===== config.mk =====
export PLATFORM = sky130hd
export DESIGN_NAME = alpha_scroller
export DESIGN_NICKNAME = d
export VERILOG_FILES = /design/src/rtl/alpha_pkg.sv /design/src/rtl/alpha_tick_gen.sv /design/src/rtl/alpha_scroller.sv
export SDC_FILE = /design/constraint.sdc
export NUM_CORES = 1
export LEC_CHECK = 0
export CORE_MARGIN = 2
export CORE_UTILIZATION = 30
export CTS_BUF_LIST = sky130_fd_sc_hd__clkbuf_8
export DETAILED_ROUTE_END_ITERATION = 7
export PLACE_DENSITY = 0.48
export SYNTH_ARGS = -nofsm -noshare
export SYNTH_HDL_FRONTEND = slang
export SYNTH_SLANG_ARGS = --single-unit

===== constraint.sdc =====
create_clock -name clk -period 5 [get_ports clk]
set_input_delay 0.75 -clock clk [delete_from_list [all_inputs] [get_ports clk]]
set_output_delay 0.75 -clock clk [all_outputs]
set_load 0.03 [all_outputs]

===== src/rtl/alpha_pkg.sv =====
// Shared constants for the alphanumeric display path.
//   ALPHA_BLANK  code that drives the 14-segment decoder dark
//   ALPHA_MAX    highest valid letter code (Z)
//   ST_*         scroller state encoding
//   alpha_norm   maps out-of-range codes onto ALPHA_BLANK
package alpha_pkg;

    localparam logic [4:0] ALPHA_BLANK = 5'd31;
    localparam logic [4:0] ALPHA_MAX   = 5'd25;

    localparam logic [1:0] ST_EMPTY  = 2'd0;
    localparam logic [1:0] ST_LOAD   = 2'd1;
    localparam logic [1:0] ST_READY  = 2'd2;
    localparam logic [1:0] ST_SCROLL = 2'd3;

    function automatic logic [4:0] alpha_norm(input logic [4:0] code);
        return (code > ALPHA_MAX) ? ALPHA_BLANK : code;
    endfunction

endpackage


===== src/rtl/alpha_tick_gen.sv =====
// Character hold timer: a down-counter that reloads to TICK_DIV-1 and
// raises tick for one cycle when it reaches zero while enabled.
//   clk      system clock
//   rst      synchronous active-high reset
//   en       count enable
//   restart  reload the counter so the next tick is a full period away
//   tick     one-cycle pulse every TICK_DIV enabled cycles
module alpha_tick_gen #(
    parameter int TICK_DIV = 25_000_000
) (
    input  logic clk,
    input  logic rst,
    input  logic en,
    input  logic restart,
    output logic tick
);

    localparam int            CW       = (TICK_DIV > 1) ? $clog2(TICK_DIV) : 1;
    localparam logic [CW-1:0] LOAD_VAL = CW'(TICK_DIV - 1);

    logic [CW-1:0] cnt;

    assign tick = en && !restart && (cnt == '0);

    always_ff @(posedge clk) begin
        if (rst) begin
            cnt <= LOAD_VAL;
        end else if (restart || tick) begin
            cnt <= LOAD_VAL;
        end else if (en) begin
            cnt <= cnt - 1'b1;
        end
    end

endmodule


===== src/rtl/alpha_scroller.sv =====
// Message sequencer feeding the 14-segment alphadecode stage. Stores a
// message of letter codes and presents them one at a time, each held for
// TICK_DIV clocks, wrapping back to the first character.
//   clk, rst                 clock, synchronous active-high reset
//   clr                      discard the message, back to EMPTY
//   wr_valid/wr_ready        character write handshake
//   wr_code, wr_last         letter code and end-of-message marker
//   start, stop              scroll control (stop wins)
//   a..e                     current code to the decoder, a = MSB
//   blank, busy, wrap        dark display, scrolling, return-to-first pulse
//
// state     | meaning
// ST_EMPTY  | no message, waiting for the first character
// ST_LOAD   | collecting characters until wr_last or buffer full
// ST_READY  | message held, display dark, waiting for start
// ST_SCROLL | cycling through the message
module alpha_scroller
    import alpha_pkg::*;
#(
    parameter int MSG_DEPTH = 16,
    parameter int TICK_DIV  = 25_000_000
) (
    input  logic       clk,
    input  logic       rst,
    input  logic       clr,
    input  logic       wr_valid,
    output logic       wr_ready,
    input  logic [4:0] wr_code,
    input  logic       wr_last,
    input  logic       start,
    input  logic       stop,
    output logic       a,
    output logic       b,
    output logic       c,
    output logic       d,
    output logic       e,
    output logic       blank,
    output logic       busy,
    output logic       wrap
);

    localparam int            IW       = $clog2(MSG_DEPTH) + 1;
    localparam int            AW       = (MSG_DEPTH > 1) ? $clog2(MSG_DEPTH) : 1;
    localparam logic [IW-1:0] LAST_IDX = IW'(MSG_DEPTH - 1);

    logic [4:0]    msg_buf [MSG_DEPTH];
    logic [1:0]    state, state_n;
    logic [IW-1:0] idx, idx_n;
    logic [IW-1:0] len, len_n;
    logic [4:0]    code_q;
    logic [4:0]    cur_code;
    logic          wr_en, restart, tick, wrap_n;

    alpha_tick_gen #(.TICK_DIV(TICK_DIV)) u_tick (
        .clk     (clk),
        .rst     (rst),
        .en      (state == ST_SCROLL),
        .restart (restart),
        .tick    (tick)
    );

    // idx doubles as the write pointer while loading and the display
    // position while scrolling; it is zero whenever neither applies.
    always_comb begin
        state_n = state;
        idx_n   = idx;
        len_n   = len;
        wr_en   = 1'b0;
        restart = 1'b0;
        wrap_n  = 1'b0;
        if (clr) begin
            state_n = ST_EMPTY;
            idx_n   = '0;
            len_n   = '0;
        end else begin
            case (state)
                ST_EMPTY, ST_LOAD: begin
                    if (wr_valid) begin
                        wr_en = 1'b1;
                        if (wr_last || idx == LAST_IDX) begin
                            state_n = ST_READY;
                            len_n   = idx + IW'(1);
                            idx_n   = '0;
                        end else begin
                            state_n = ST_LOAD;
                            idx_n   = idx + IW'(1);
                        end
                    end
                end
                ST_READY: begin
                    if (start && !stop) begin
                        state_n = ST_SCROLL;
                        idx_n   = '0;
                        restart = 1'b1;
                    end
                end
                default: begin
                    if (stop) begin
                        state_n = ST_READY;
                        idx_n   = '0;
                    end else if (tick) begin
                        if (idx == len - IW'(1)) begin
                            idx_n  = '0;
                            wrap_n = 1'b1;
                        end else begin
                            idx_n = idx + IW'(1);
                        end
                    end
                end
            endcase
        end
    end

    // A write never coincides with entering or staying in SCROLL, so the
    // buffer read below always sees settled contents.
    assign cur_code = msg_buf[idx_n[AW-1:0]];

    always_ff @(posedge clk) begin
        if (wr_en) begin
            msg_buf[idx[AW-1:0]] <= alpha_norm(wr_code);
        end
    end

    always_ff @(posedge clk) begin
        if (rst) begin
            state    <= ST_EMPTY;
            idx      <= '0;
            len      <= '0;
            code_q   <= ALPHA_BLANK;
            blank    <= 1'b1;
            busy     <= 1'b0;
            wrap     <= 1'b0;
            wr_ready <= 1'b1;
        end else begin
            state <= state_n;
            idx   <= idx_n;
            len   <= len_n;
            if (state_n == ST_SCROLL) begin
                code_q <= cur_code;
                blank  <= (cur_code == ALPHA_BLANK);
            end else begin
                code_q <= ALPHA_BLANK;
                blank  <= 1'b1;
            end
            busy     <= (state_n == ST_SCROLL);
            wrap     <= wrap_n;
            wr_ready <= (state_n == ST_EMPTY) || (state_n == ST_LOAD);
        end
    end

    assign {a, b, c, d, e} = code_q;

endmodule


==> results of run 1 <==
synthesized netlist by cell type (3+ instances only):
master / number / area (µm²)
a21oi_1: 11 / 55.1
nand4_1: 3 / 18.8
o21ai_0: 6 / 30.0
clkbuf_1: 10 / 37.5
edfxtp_1: 80 / 2400
xnor2_1: 16 / 140
nor2_1: 51 / 191
nand2b_1: 6 / 37.5
a32oi_1: 8 / 70.1
buf_4: 4 / 30.0
or3_2: 3 / 22.5
or3_1: 4 / 25.0
xor2_1: 9 / 78.8
a211oi_1: 3 / 22.5
dfxtp_1: 46 / 921
nand3_1: 10 / 50.1
mux4_1: 8 / 210
or2_1: 3 / 18.8
nor3_1: 13 / 65.1
a31oi_1: 3 / 18.8
nand2_1: 59 / 221
o211ai_1: 3 / 22.5
nor4_1: 10 / 62.6
o21a_1: 3 / 22.5
ha_1: 8 / 100
inv_1: 11 / 41.3
buf_6: 3 / 33.8
nor2b_1: 4 / 25.0
mux2i_1: 21 / 210
flip-flops by register name, summed over array words and instances, names as in the netlist:
name	count
wr_ready	1
u_tick.cnt	25
busy	1
wrap	1
idx	5
len	5
blank	1
code_q	5
msg_buf	80
state	2
worst paths after layout:
check | from | endpoint | slack (ps)
min reg2reg | u_tick.cnt[3] | u_tick.cnt[3] | 490
min | u_tick.cnt[3] | u_tick.cnt[3] | 490
max reg2reg | idx[0] | code_q[1] | 910
max | idx[0] | code_q[1] | 910
power by group through the flow:
| stage | sequential (mW) | clock (mW) | combinational, mW |
|---|---|---|---|
| finish | 1.11 | 0.953 | 0.0817 |
| global route | 1.11 | 1.03 | 0.0907 |
| CTS | 1.11 | 0.978 | 0.0832 |
| detailed placement | 1.14 | 0 | 0.0828 |
| global placement | 1.14 | 0 | 0.0815 |
| floorplan | 1.14 | 0 | 0.0539 |
per-stage QoR:
stage          cell area [µm²]  utilization  instances
3_5_place_dp              5970        0.329        695
5_1_grt                   6390        0.352        727
4_1_cts                   6390        0.352        727
3_3_place_gp              5970        0.329        695
2_1_floorplan             5600            -        465
6_report                  6390        0.352        727
final cells by class:
type                       instances  area [µm²]  area share
clock buffer                      17         234      0.0366
inverter                          11        41.3     0.00646
multi-input combinational        307        2100       0.328
timing repair buffer              22         215      0.0337
clock inverter                    15         194      0.0303
sequential                       126        3320       0.520
tap                              229         287      0.0448
per-layer routing:
metal  vias up  track usage  share of wire
li1       1753            -              -
met1      1749        0.171           0.48
met2        66        0.194           0.46
met3         9       0.0384          0.042
met4         0       0.0484          0.012
met5         -            0              0
tightest hold or removal path, stage by stage, from the launching register on:
cell	delay [ps]
dfxtp_1	320
o41ai_1	60
nand3_1	70
cell families (layout without fill, tap and decap cells):
family          Yosys count  after routing  share of synthesized area
buf+inv                  32             65                     0.0322
flops                   126            126                      0.593
compound gates           59             59                     0.0802
mux                      30             30                     0.0770
fa+ha+maj                 8              8                     0.0179
xor+xnor                 25             25                     0.0391
simple gates            185            185                      0.161
==> impl_results.md, run 1 <==
- Net Sw Power: around 470 µW
- Synth warn: 0
- Worst-path clk slew: roughly 80 ps
- Critical path, cell by cell: ha_1 > and3_1 > ha_1 > or4b_1 > nand2_1 > o21a_1 > o21ai_0 > nor2_2 > mux4_1 > mux2i_1 > mux2i_1 > or2_1
- EDFF count, synth: 80
- Max Freq: ~240 MHz
- Reg2Reg Depth: 12
- Crit share post-route: 0.818
- Pin count of the biggest net entering global routing: 25
- CP arrival: 4410 ps
- VDD IR max: 147 µV
- Worst-Margin Slew: approximately 960 ps
- Most common library cell in the layout ignoring fill and taps: edfxtp_1
- Minimum setup slack after placement: 812 ps
- Synth Area per Inst: between 10 and 15 µm²
- TNS Setup: 0 ps
- Worst Path Buf+Inv: 0
- CTS buffer count: 17
- Worst hold stages: 2
- Crit end category: flip-flop
- PostCTS Resize Cnt: 0
- Period minus WS final: between 4000 and 5000 ps
- Die W: between 100 and 150 µm
- Drt wl/cell: 16.4 µm
- Longest Clk Path Bufs: 2
- Cell family with most CP delay: simple AND/OR/NAND/NOR gates
- Hold_ws: a little under 500 ps
- Layout area overhead: 14.1%
- Crit path max-delay cell type: mux4_1
- Critical Path Start Type: flip-flop
- Pint: between 1.5 and 2 mW
- Critical path depth in cells: 12
- Comb power frac: 0.038
- CTS tree: built
- CP required: about 5300 ps
- Post-CTS setup buffer count: 0
- Die area: 19800 µm²
- Library cells used by synthesis: between 60 and 70
- Syn Nets: a little under 500
- Initial antenna violation count: 0
- Placement row count: between 40 and 50
- Boundary pin count: 21
- Pwr Total: approximately 2.1 mW
- CTS Root Cell: clkbuf_8
- Nets: 505
- DRT antenna net count: 0
- Clk pwr share: 0.443
- Sequential element share of the synthesized area: 0.593
- Clock skew: 13.2 ps
- Total Routed Length: about 12000 µm
- WS Path Type: reg2reg
- DRC viols: 0
- Hold Crit Class: reg2reg
- Core Region: around 18000 µm²
- Vias in the first global route: about 3500
- Iter 0 DRT Violations: between 300 and 400
- Max incr delay on CP: roughly 670 ps
- Slew headroom: 0.352
- RSZ-0062 raised after global routing: false
- Chip height: between 100 and 150 µm
- Pleak: ~2.1 nW
- Gp weighted congestion: 0.789
- Final Hold Fails: 0
- Worst setup margin: ~910 ps
- PD cells: ~340 nW/µm²
- Port buffer count: 20
- Ys flop type: edfxtp_1
- # hold bufs at CTS: 0
- Net Sw Frac: 0.217
- TritonRoute pass-1 iters: 5
- Most frequent cells in the layout: edfxtp_1 (80), nand2_1 (59), nor2_1 (51), dfxtp_1 (46), mux2i_1 (21)
- Status: complete, no violations
- H-tree Lvls: 4
- Synthesis-stage register bit count: between 100 and 150
- Max-Cap Viols: 0
- Total track usage: 0.127
- HPWL Detailed: between 8000 and 9000 µm
- Global route overflow: 0
- Synth Instances: 465
- # fillers: 1763
- Setup violators final: 0
- Slew Limit Fails: 0
- CP max FO: 13
- Async S/R FF share, synth: 0
- First-pass GRT wire length: between 15000 and 20000 µm
- Skew-Pair Late Insertion Delay: around 440 ps
- Vias: 3577
- Fraction of layout cells with a size suffix above 1: 0.102
- Antenna Diode Count: 0
- Share of power burned in registers: 0.519
- Synth Cell Area: approximately 5600 µm²
- Clk sink count: 126
- Starting density of the core: 0.309
- Via density: between 4 and 5
No activity file was read; power rests on OpenSTA's default activity.
==> inputs of run 2 (changes only) <==
- PLACE_DENSITY: 0.48 -> 0.5
- clock period: 5 -> 3.64 ns (I/O delays scaled with it)
==> run 2 against run 1 <==
Sequential power increased by 38%. Core utilization is 1.1 points higher. Clock-buffer cell count is the same. Critical endpoint is now blank. Register-to-register slack got worse by 720 ps. Combinational power up 53%. Die area unchanged. Sequential share of layout area decreased by 1.6 points. Via count grew 1.9%. Largest power group unchanged. Non-clock buffer count rose by 17. Largest cell class unchanged. Fmax grew 19%. Routed wire length grew 2.3%.
==> impl_results.md, run 2 (synthesis results as in run 1) <==
- Largest register FFs: 80 (unchanged)
- Die area: 19800 µm² (unchanged)
- Gp weighted congestion: 0.861 (+9.2%)
- Most common library cell in the layout ignoring fill and taps: edfxtp_1
- Chip height: 141 µm (unchanged)
- Placement row count: 49 (unchanged)
- TritonRoute pass-1 iters: 5 (unchanged)
- Antenna Diode Count: 0 (unchanged)
- Slew Limit Fails: 0 (unchanged)
- Skew-Pair Late Insertion Delay: 440 ps (about the same)
- Slew headroom: 0.401 (+0.0490)
- Vias in the first global route: 3614 (+2.1%)
- # hold bufs at CTS: 0 (unchanged)
- DRT antenna net count: 0 (unchanged)
- Most frequent cells in the layout: edfxtp_1 (80), nand2_1 (59), nor2_1 (50), dfxtp_1 (46)
- Worst-path clk slew: 70 ps (about the same)
- Global route overflow: 0 (unchanged)
- CTS tree: built
- Max-Cap Viols: 0 (unchanged)
- Boundary pin count: 21 (unchanged)
- Layout area overhead: 17.6%
- CP max FO: 15 (+2)
- Longest Clk Path Bufs: 2 (unchanged)
- DRC viols: 0 (unchanged)
- Most used cell, CP: ha_1
- Port buffer count: 20 (unchanged)
- PostCTS Resize Cnt: 0 (unchanged)
- Worst-Margin Slew: 891 ps (-72.9 ps)
- Hold Crit Class: reg2reg
- CTS Root Cell: clkbuf_8
- Total track usage: 0.131 (+0.00379)
- Via density: 4.89 (-0.56%)
- TNS Setup: 0 ps (unchanged)
- Max incr delay on CP: 580 ps (-90 ps)
- VDD IR max: 193 µV (+31%)
- Vias: 3645 (+1.9%)
- Crit share post-route: 0.947 (+0.129)
- # fillers: 1763 (unchanged)
- WS Path Type: reg2reg
- Pleak: 2.23 nW (+5.8%)
- Initial antenna violation count: 0 (unchanged)
- Setup violators final: 0 (unchanged)
- Post-CTS setup buffer count: 0 (unchanged)
- Core Region: 18100 µm² (unchanged)
- Crit end category: flip-flop
- HPWL Detailed: 8470 µm (+1.8%)
- Critical Path Start Type: flip-flop
- Iter 0 DRT Violations: 335 (+3.7%)
- CTS buffer count: 17 (unchanged)
- RSZ-0062 raised after global routing: false
- Die W: 141 µm (unchanged)
- Drt wl/cell: 16.4 µm (-0.21%)
- Critical path, cell by cell: ha_1 > and3_1 > ha_1 > or4b_1 > nand2_1 > o21a_1 > o21ai_0 > nor2_2 > buf_12 > mux4_1 > mux2i_2 > mux2i_1 > o211ai_1 > o31ai_1
- Placed Area: 6120 µm² (+2.6%)
- Max Freq: 290 MHz (+19%)
- Fraction of layout cells with a size suffix above 1: 0.140 (+0.0371)
- PD cells: 460 nW/µm² (+37%)
- Crit path max-delay cell type: mux4_1
- H-tree Lvls: 4 (unchanged)
- First-pass GRT wire length: 19900 µm (+3.4%)
- Status: complete, no violations
- Area of the multi-input gates: 2120 µm² (+1.0%)
- FF/Latch Area: 3320 µm² (unchanged)
- Nets: 523 (+3.6%)
- CP arrival: 3770 ps (-640 ps)
- Total Routed Length: 12200 µm (+2.3%)
- Final Hold Fails: 0 (unchanged)
- Clock skew: 11.6 ps (-1.58 ps)
- Period minus WS final: 3450 ps (-643 ps)
- Clk sink count: 126 (unchanged)
- Final Cell Area: 6590 µm² (+3.1%)
- Pin count of the biggest net entering global routing: 25 (unchanged)
- Starting density of the core: 0.309 (unchanged)
- CP required: 3960 ps (-1360 ps)
## run 2: worst max-delay path, delay by kind of cell (launching register included)
family / cells / cell delay (ps)
and+or+nand+nor: 4 / 1010
muxes: 3 / 920
AOI/OAI and AO/OA: 4 / 470
adders and majority gates: 2 / 420
DFF: 1 / 320
buffers and inverters: 1 / 170
## run 2: final timing paths
check / startpoint / endpoint / slack [ps] / depth (start not counted)
worst max-delay path: idx[0] / blank / 190 / 14
worst min-delay path: u_tick.cnt[3] / u_tick.cnt[3] / 500 / 2
worst max register to register: idx[0] / blank / 190 / 14
worst min register to register: u_tick.cnt[3] / u_tick.cnt[3] / 500 / 2
## run 2: power breakdown
part / switching, mW / leakage [nW] / internal, mW
Sequential: 0.00404 / 1.09 / 1.53
Combinational: 0.0737 / 0.912 / 0.0510
Clock: 0.563 / 0.227 / 0.813
Total: 0.641 / 2.23 / 2.39
## run 2: cell type report
type | count | area share
Timing Repair Buffer | 39 | 0.0558
Sequential cell | 126 | 0.504
Tap cell | 229 | 0.0435
Multi-Input combinational cell | 308 | 0.322
Clock inverter | 15 | 0.0330
Inverter | 11 | 0.00626
Clock buffer | 17 | 0.0355
## run 2: metal layers
metal,global-route usage,vias to the layer above,wire length [µm],share of wire
li1,-,1784,-,-
met1,0.179,1767,6010,0.49
met2,0.200,79,5550,0.46
met3,0.0367,15,469,0.038
met4,0.0468,0,170,0.014
met5,0,-,0,0
## run 2: through the flow
stage | setup slack [ps] | hold slack, ps | total power [mW] | instances | util
final | 193 | 499 | 3.03 | 745 | 0.363
after global routing | 8.32 | 531 | 3.13 | 745 | 0.363
after CTS | 187 | 497 | 3.06 | 744 | 0.362
after detailed placement | 78.5 | 485 | 1.69 | 712 | 0.337
after global placement | 94.5 | 477 | 1.69 | 712 | 0.337
after floorplan | 162 | 457 | 1.64 | 465 | -
==> inputs of run 3 (changes only) <==
- CTS_CLUSTER_DIAMETER: default -> 120
==> results of run 3 <==
The final DEF is identical to that of run 2; final timing and power are the same.
